### src/rtl/seq_pkg.sv
`default_nettype none
// +-------------------------------------------------------------------+
// | seq_pkg : shared constants, step actions and clog2 helper          |
// | Revision: 1.0                                                      |
// +-------------------------------------------------------------------+
package seq_pkg;

  localparam logic DIR_UP   = 1'b1;
  localparam logic DIR_DOWN = 1'b0;

  localparam int MODE_WRAP = 0;
  localparam int MODE_SAT  = 1;

  typedef enum logic [1:0] {
    ACT_HOLD = 2'd0,
    ACT_LOAD = 2'd1,
    ACT_UP   = 2'd2,
    ACT_DOWN = 2'd3
  } step_act_t;

  function automatic int clog2(input int value);
    int result;
    result = 0;
    for (int i = 0; i < 31; i++) begin
      if ((1 << i) < value) result = i + 1;
    end
    return result;
  endfunction

endpackage
`default_nettype wire

### src/rtl/moore_step_sequencer.sv
`default_nettype none
// +-------------------------------------------------------------------+
// | moore_step_sequencer : N-state up/down Moore step sequencer        |
// | Revision: 1.0                                                      |
// +-------------------------------------------------------------------+
module moore_step_sequencer
  import seq_pkg::*;
#(
  parameter int NUM_STATES = 4,
  parameter int WRAP_TO    = 1,
  parameter int SATURATE   = 0,
  parameter int OUT_W      = 3,
  localparam int IDX_W     = (clog2(NUM_STATES) > 1) ? clog2(NUM_STATES) : 1
) (
  input  logic             clock,
  input  logic             reset,
  input  logic             in,
  input  logic             dir,
  input  logic             load,
  input  logic [IDX_W-1:0] load_val,
  output logic [OUT_W-1:0] out,
  output logic             at_first,
  output logic             at_last,
  output logic             wrapped
);

  // One extra bit so NUM_STATES itself is representable for range checks.
  localparam logic [IDX_W:0]   NUM_EXT  = NUM_STATES[IDX_W:0];
  localparam logic [IDX_W-1:0] LAST_IDX = IDX_W'(NUM_STATES - 1);
  localparam logic [IDX_W-1:0] WRAP_IDX = IDX_W'(WRAP_TO);
  localparam logic [IDX_W-1:0] ONE_IDX  = IDX_W'(1);

  if (NUM_STATES < 2 || NUM_STATES > 256) begin : g_chk_num_states
    $error("moore_step_sequencer: NUM_STATES must be in 2..256");
  end
  if (WRAP_TO < 0 || WRAP_TO >= NUM_STATES) begin : g_chk_wrap_to
    $error("moore_step_sequencer: WRAP_TO must be in 0..NUM_STATES-1");
  end
  if (SATURATE != MODE_WRAP && SATURATE != MODE_SAT) begin : g_chk_saturate
    $error("moore_step_sequencer: SATURATE must be 0 or 1");
  end
  if (OUT_W < 1 || OUT_W > 30 || (1 << OUT_W) <= NUM_STATES) begin : g_chk_out_w
    $error("moore_step_sequencer: OUT_W too narrow for NUM_STATES");
  end

  logic [IDX_W-1:0] idx;
  logic [IDX_W-1:0] idx_nxt;
  logic             wrapped_nxt;
  logic             idx_legal;
  logic             load_ok;
  logic [IDX_W:0]   idx_plus1;
  step_act_t        act;

  assign idx_legal = ({1'b0, idx} < NUM_EXT);
  assign load_ok   = ({1'b0, load_val} < NUM_EXT);

  always_comb begin
    act = ACT_HOLD;
    if (load) begin
      act = ACT_LOAD;
    end else if (in) begin
      act = (dir == DIR_UP) ? ACT_UP : ACT_DOWN;
    end
  end

  always_comb begin
    idx_nxt     = idx;
    wrapped_nxt = 1'b0;
    unique case (act)
      ACT_LOAD: begin
        if (load_ok) idx_nxt = load_val;
      end
      ACT_UP: begin
        if (!idx_legal) begin
          idx_nxt = '0;
        end else if (idx == LAST_IDX) begin
          if (SATURATE == MODE_WRAP) begin
            idx_nxt     = WRAP_IDX;
            wrapped_nxt = 1'b1;
          end
        end else begin
          idx_nxt = idx + ONE_IDX;
        end
      end
      ACT_DOWN: begin
        if (!idx_legal) begin
          idx_nxt = '0;
        end else if (idx == '0) begin
          if (SATURATE == MODE_WRAP) begin
            idx_nxt     = LAST_IDX;
            wrapped_nxt = 1'b1;
          end
        end else begin
          idx_nxt = idx - ONE_IDX;
        end
      end
      default: begin
        idx_nxt     = idx;
        wrapped_nxt = 1'b0;
      end
    endcase
  end

  always_ff @(posedge clock) begin
    if (reset) begin
      idx     <= '0;
      wrapped <= 1'b0;
    end else begin
      idx     <= idx_nxt;
      wrapped <= wrapped_nxt;
    end
  end

  // Illegal indices never match 0 or LAST_IDX, so both flags drop for them.
  assign at_first  = (idx == '0);
  assign at_last   = (idx == LAST_IDX);
  assign idx_plus1 = {1'b0, idx} + (IDX_W + 1)'(1);

  if (OUT_W > IDX_W + 1) begin : g_out_ext
    assign out = {{(OUT_W - IDX_W - 1){1'b0}}, idx_plus1};
  end else if (OUT_W == IDX_W + 1) begin : g_out_exact
    assign out = idx_plus1;
  end else begin : g_out_trunc
    assign out = idx_plus1[OUT_W-1:0];
  end

endmodule
`default_nettype wire

### config.mk
export PLATFORM = sky130hd
export DESIGN_NAME = moore_step_sequencer
export DESIGN_NICKNAME = d
export VERILOG_FILES = /design/src/rtl/seq_pkg.sv /design/src/rtl/moore_step_sequencer.sv
export SDC_FILE = /design/constraint.sdc
export NUM_CORES = 1
export LEC_CHECK = 0
export ABC_AREA = 1
export CORE_AREA = 2 2 39 41
export CTS_CLUSTER_DIAMETER = 100
export DETAILED_ROUTE_END_ITERATION = 8
export DIE_AREA = 0 0 41 43
export PLACE_DENSITY_LB_ADDON = 0.1
export SLEW_MARGIN = 30
export SYNTH_ARGS = -nofsm -noshare
export SYNTH_HDL_FRONTEND = slang
export SYNTH_SLANG_ARGS = --single-unit
### constraint.sdc
create_clock -name clock -period 1.3 [get_ports clock]
set_input_delay 0.26 -clock clock [delete_from_list [all_inputs] [get_ports clock]]
set_output_delay 0.26 -clock clock [all_outputs]
set_load 0.01 [all_outputs]
== Word-level counts from Yosys, hierarchy flattened ==
Cells that the tools add are included.
Operators by class
  equality and inequality tests: 4
  reduce and logical (&&, ||, !) cells: 2
  add/sub/neg operators: 3
  muxes and demuxes: 9
Operators by type and width (number)
  $mux W2: 4
  $eq A2 B2 Y1 const B: 3
  $pmux W2 S3: 1
  $add A2 B1 Y3 const B: 1
  $mux W1: 3
  $reduce_bool A3 Y1: 1
  $add A2 B1 Y2 const B: 1
  $eq A2 B1 Y1 const B: 1
  $logic_not A2 Y1: 1
  $pmux W1 S2: 1
  $sub A2 B1 Y2 const B: 1
Storage, ports and cells
  output and inout port bits: 6
  register bits after elaboration: 3
  word-level logic and storage cells: 20
  input bits: 7

== Logic depth before layout (Yosys ltp) ==
  depth after elaboration: 5
  depth in mapped cells: 8
  depth with buffers taken out: 8

== Worst setup path after synthesis ==
Ideal clock, no wire load.
  path kind: reg2reg
  from: reg idx[0]
  to: reg idx[1]
  data required time: 1.189 ns
  arrival time: 1.067 ns
  setup time: 0.111 ns
  setup slack: 0.121 ns
  stages on the path, launching flop included: 7
  cells stage by stage: dfxtp_1 inv_1 ha_1 nand4_1 nand2_1 nor2_1 nor2_1
Between the ends
  longest elaborated chain between the ends: 3
Ends and longest elaborated chain
  start: declaration: line moore_step_sequencer.sv:46  | logic [IDX_W-1:0] idx;
  start signal: assignment: line moore_step_sequencer.sv:109  | idx <= idx_nxt;
  $sub A2 B1 Y2 (tied with other cells): line moore_step_sequencer.sv:94  | idx_nxt = idx - ONE_IDX;
  $mux W2, on equally long branches: line moore_step_sequencer.sv:88, moore_step_sequencer.sv:76
  $pmux W2 S3 *: line moore_step_sequencer.sv:69  | unique case (act)
Mark *: on every way between the ends. The rest lies on a longest branch, timed or not.
A chain may end at the register's enable or synchronous reset.

== Final worst setup path ==
  from: reg idx[0]
  to: out at_last
Between the ends
  longest elaborated chain between the ends: 1
Ends and longest elaborated chain
  $eq A2 B2 Y1: line moore_step_sequencer.sv:116  | assign at_last = (idx == LAST_IDX);
  end: declaration: line moore_step_sequencer.sv:23  | output logic at_last,
Every way passes these cells.

==> run_results.csv <==
group,metric,value,unit
clock_tree,ctsHoldBuffers,0,
setup_path,path_delay_family,"flip-flops",
clock_tree,htree_num_levels,1,
setup_path,slowest_stage,"dfxtp_2",
finish,layout_common_cells,"9 x buf_4, 7 x inv_1, 6 x clkdlybuf4s50_1",
clock_tree,clkTransAtPathRegs,30,ps
routing,dr_total_vias,297,
floorplanning,ios,13,
placement,gp_congestion,0.659,
finish,drive_above_1_share,37.7,%
global_routing,grtUsageTotal,10.7,%
synth,ys_warn_count,0,
timing,fmax,796,MHz
synth,synth.distinct_cells,13,
finish,finish.utilization,34.3,%
timing,finalSetupViolations,0,
setup_path,rr_endpoint,"idx[0]$_SDFFE_PP0P_",
finish,diodes,0,
setup_path,cp-end-kind,"primary output",
floorplanning,start_util,17.3,%
setup_path,regToRegStartpoint,"idx[0]$_SDFFE_PP0P_",
floorplanning,die_area,1760,um^2
clock_tree,clk_latency,240,ps
finish,multi_input_area,153,um^2
timing,slew_violations,0,
worst_hold_path,hold_path_class,"primary input to flop",
floorplanning,die_y,43,um
routing,routedWlPerCell,8.18,um
clock_tree,cts_setup_buffers,0,
finish,nNetsFinal,72,
global_routing,antenna_found_initial,0,
setup_path,critPathBufInv,2,
routing,routed_wl,630,um
routing,drc,0,
worst_hold_path,worstHoldEndpoint,"wrapped$_SDFF_PP0_",
finish,fillers,177,
timing,holdWs,657,ps
power_and_ir_drop,p_leak,0.000248,uW
setup_path,startpoint_type,"flop",
timing,post-route-period-util,96.7,%
power_and_ir_drop,power-per-cell-area,885,nW/um^2
routing,antenna_left,0,
setup_path,arrival,1000,ps
clock_tree,cts_buffers,3,
outcome,status,"finished clean",
global_routing,first_global_vias,301,
synth,synth_seq_area_share,25.1,%
global_routing,grt-ovfl-total,0,
power_and_ir_drop,ir_drop,0.252,mV
placement,io_buffers,12,
finish,regArea,62.6,um^2
worst_hold_path,hold_start,"reset",
floorplanning,coreArea,1380,um^2
timing,slew_headroom,87.7,%
clock_tree,tritoncts,"built",
worst_hold_path,min_delay_path_depth,2,
timing,hold_viol,0,
finish,fin_cells,77,
synth,syn_avg_cell_area,6.46,um^2
synth,synth_nets,47,
flow_run,cap_violations,0,
timing,min_period,1260,ps
setup_path,crit_type,"flop to primary output",
setup_path,cp.required,1040,ps
floorplanning,rows,14,
clock_tree,cts_num_sinks,3,
synth,synth_area,239,um^2
timing,worst_clock_skew,0.542,ps
routing,drt-initial-drc-count,5,
setup_path,rrSetupSlack,200,ps
global_routing,grt_max_degree,6,
routing,drtPass1Iterations,4,
setup_path,reg2reg_depth,8,
floorplanning,die_x,41,um
setup_path,cpPeakStageDelay,310,ps
clock_tree,cts_buffer_depth,2,
placement,dp_cells,73,
timing,rsz0062_at_grt,"yes",
timing,worst_pin_slew,184,ps
global_routing,grt_pass1_wl,1.17,mm
routing,viasPerCell,3.86,
synth,syn_inst,37,
synth,ys_ff_latch,3,
setup_path,crit_chain,"buf_4 > ha_2 > buf_2",
clock_tree,root_buffer,"clkbuf_4",
finish,final_common_cell,"buf_4",
setup_path,crit_fanout,3,
finish,syn_to_final_growth,98.4,%
-- cell usage after synthesis --
library cell	count	share of area, %
a21o_1	1	3.1
a21oi_1	2	4.2
buf_4	1	3.1
dfxtp_1	3	25
ha_1	3	16
inv_1	9	14
nand2_1	5	7.9
nand3_1	4	8.4
nand4_1	2	5.2
nor2_1	4	6.3
nor2_2	1	2.6
nor3_1	1	2.1
o21ai_0	1	2.1
-- cell families (layout without fill, tap and decap cells) --
kind of cell | after synthesis | in the layout | synth area share, %
simple gates | 17 | 17 | 32.5
fa+ha+maj | 3 | 3 | 15.7
compound gates | 4 | 4 | 9.42
buf+inv | 10 | 34 | 17.3
flops | 3 | 3 | 25.1
-- worst max path at each step --
stage	start	end	slack, ps	cells past startpoint
after global routing	idx[0]$_SDFFE_PP0P_	out[2]	-10	3
after CTS	idx[0]$_SDFFE_PP0P_	out[0]	-4	3
after floorplan	idx[0]$_SDFFE_PP0P_	idx[1]$_SDFFE_PP0P_	120	6
after global placement	idx[0]$_SDFFE_PP0P_	out[1]	-150	3
final	idx[0]$_SDFFE_PP0P_	at_last	40	3
after detailed placement	idx[0]$_SDFFE_PP0P_	out[1]	-150	3
-- final cells by class --
cell class / instances / area share (%)
well taps: 16 / 4.22
clock buffers: 4 / 5.54
multi-input cells: 24 / 32.2
flip-flops and latches: 3 / 13.2
repair buffers: 21 / 37.7
inverters: 9 / 7.12
-- routing by layer --
metal	global-route usage, %	share of wire, %	vias to the layer above
li1	-	-	162
met4	12.0	3.7	0
met2	15.0	50	15
met1	11.3	37	117
met3	3.14	9.2	3
met5	0	0	-
-- power by group --
group          internal (uW)  leakage (uW)  switching (uW)
logic                   89.8      0.000208            61.8
clock network            115     0.0000150            49.6
registers                100     0.0000253            3.32
-- state kept, by name (all words and copies together) (netlist names) --
name / flops
idx: 2
wrapped: 1
-- per-stage QoR --
stage / TNS [ps] / power [uW] / setup WS (ps) / area (um^2)
CTS: -3.50 / 424 / -3.50 / 468
global placement: -487 / 252 / -146 / 439
floorplan: 0 / 158 / 121 / 239
detailed placement: -490 / 251 / -148 / 439
finish: 0 / 420 / 43.5 / 474
global route: -21.9 / 457 / -12.9 / 474
-- timing repair --
item	4_1_cts	5_1_grt
resized for setup	20	6
gates cloned	0	0
endpoints found under the setup margin	6	5
Power figures use the tool's default switching activity.
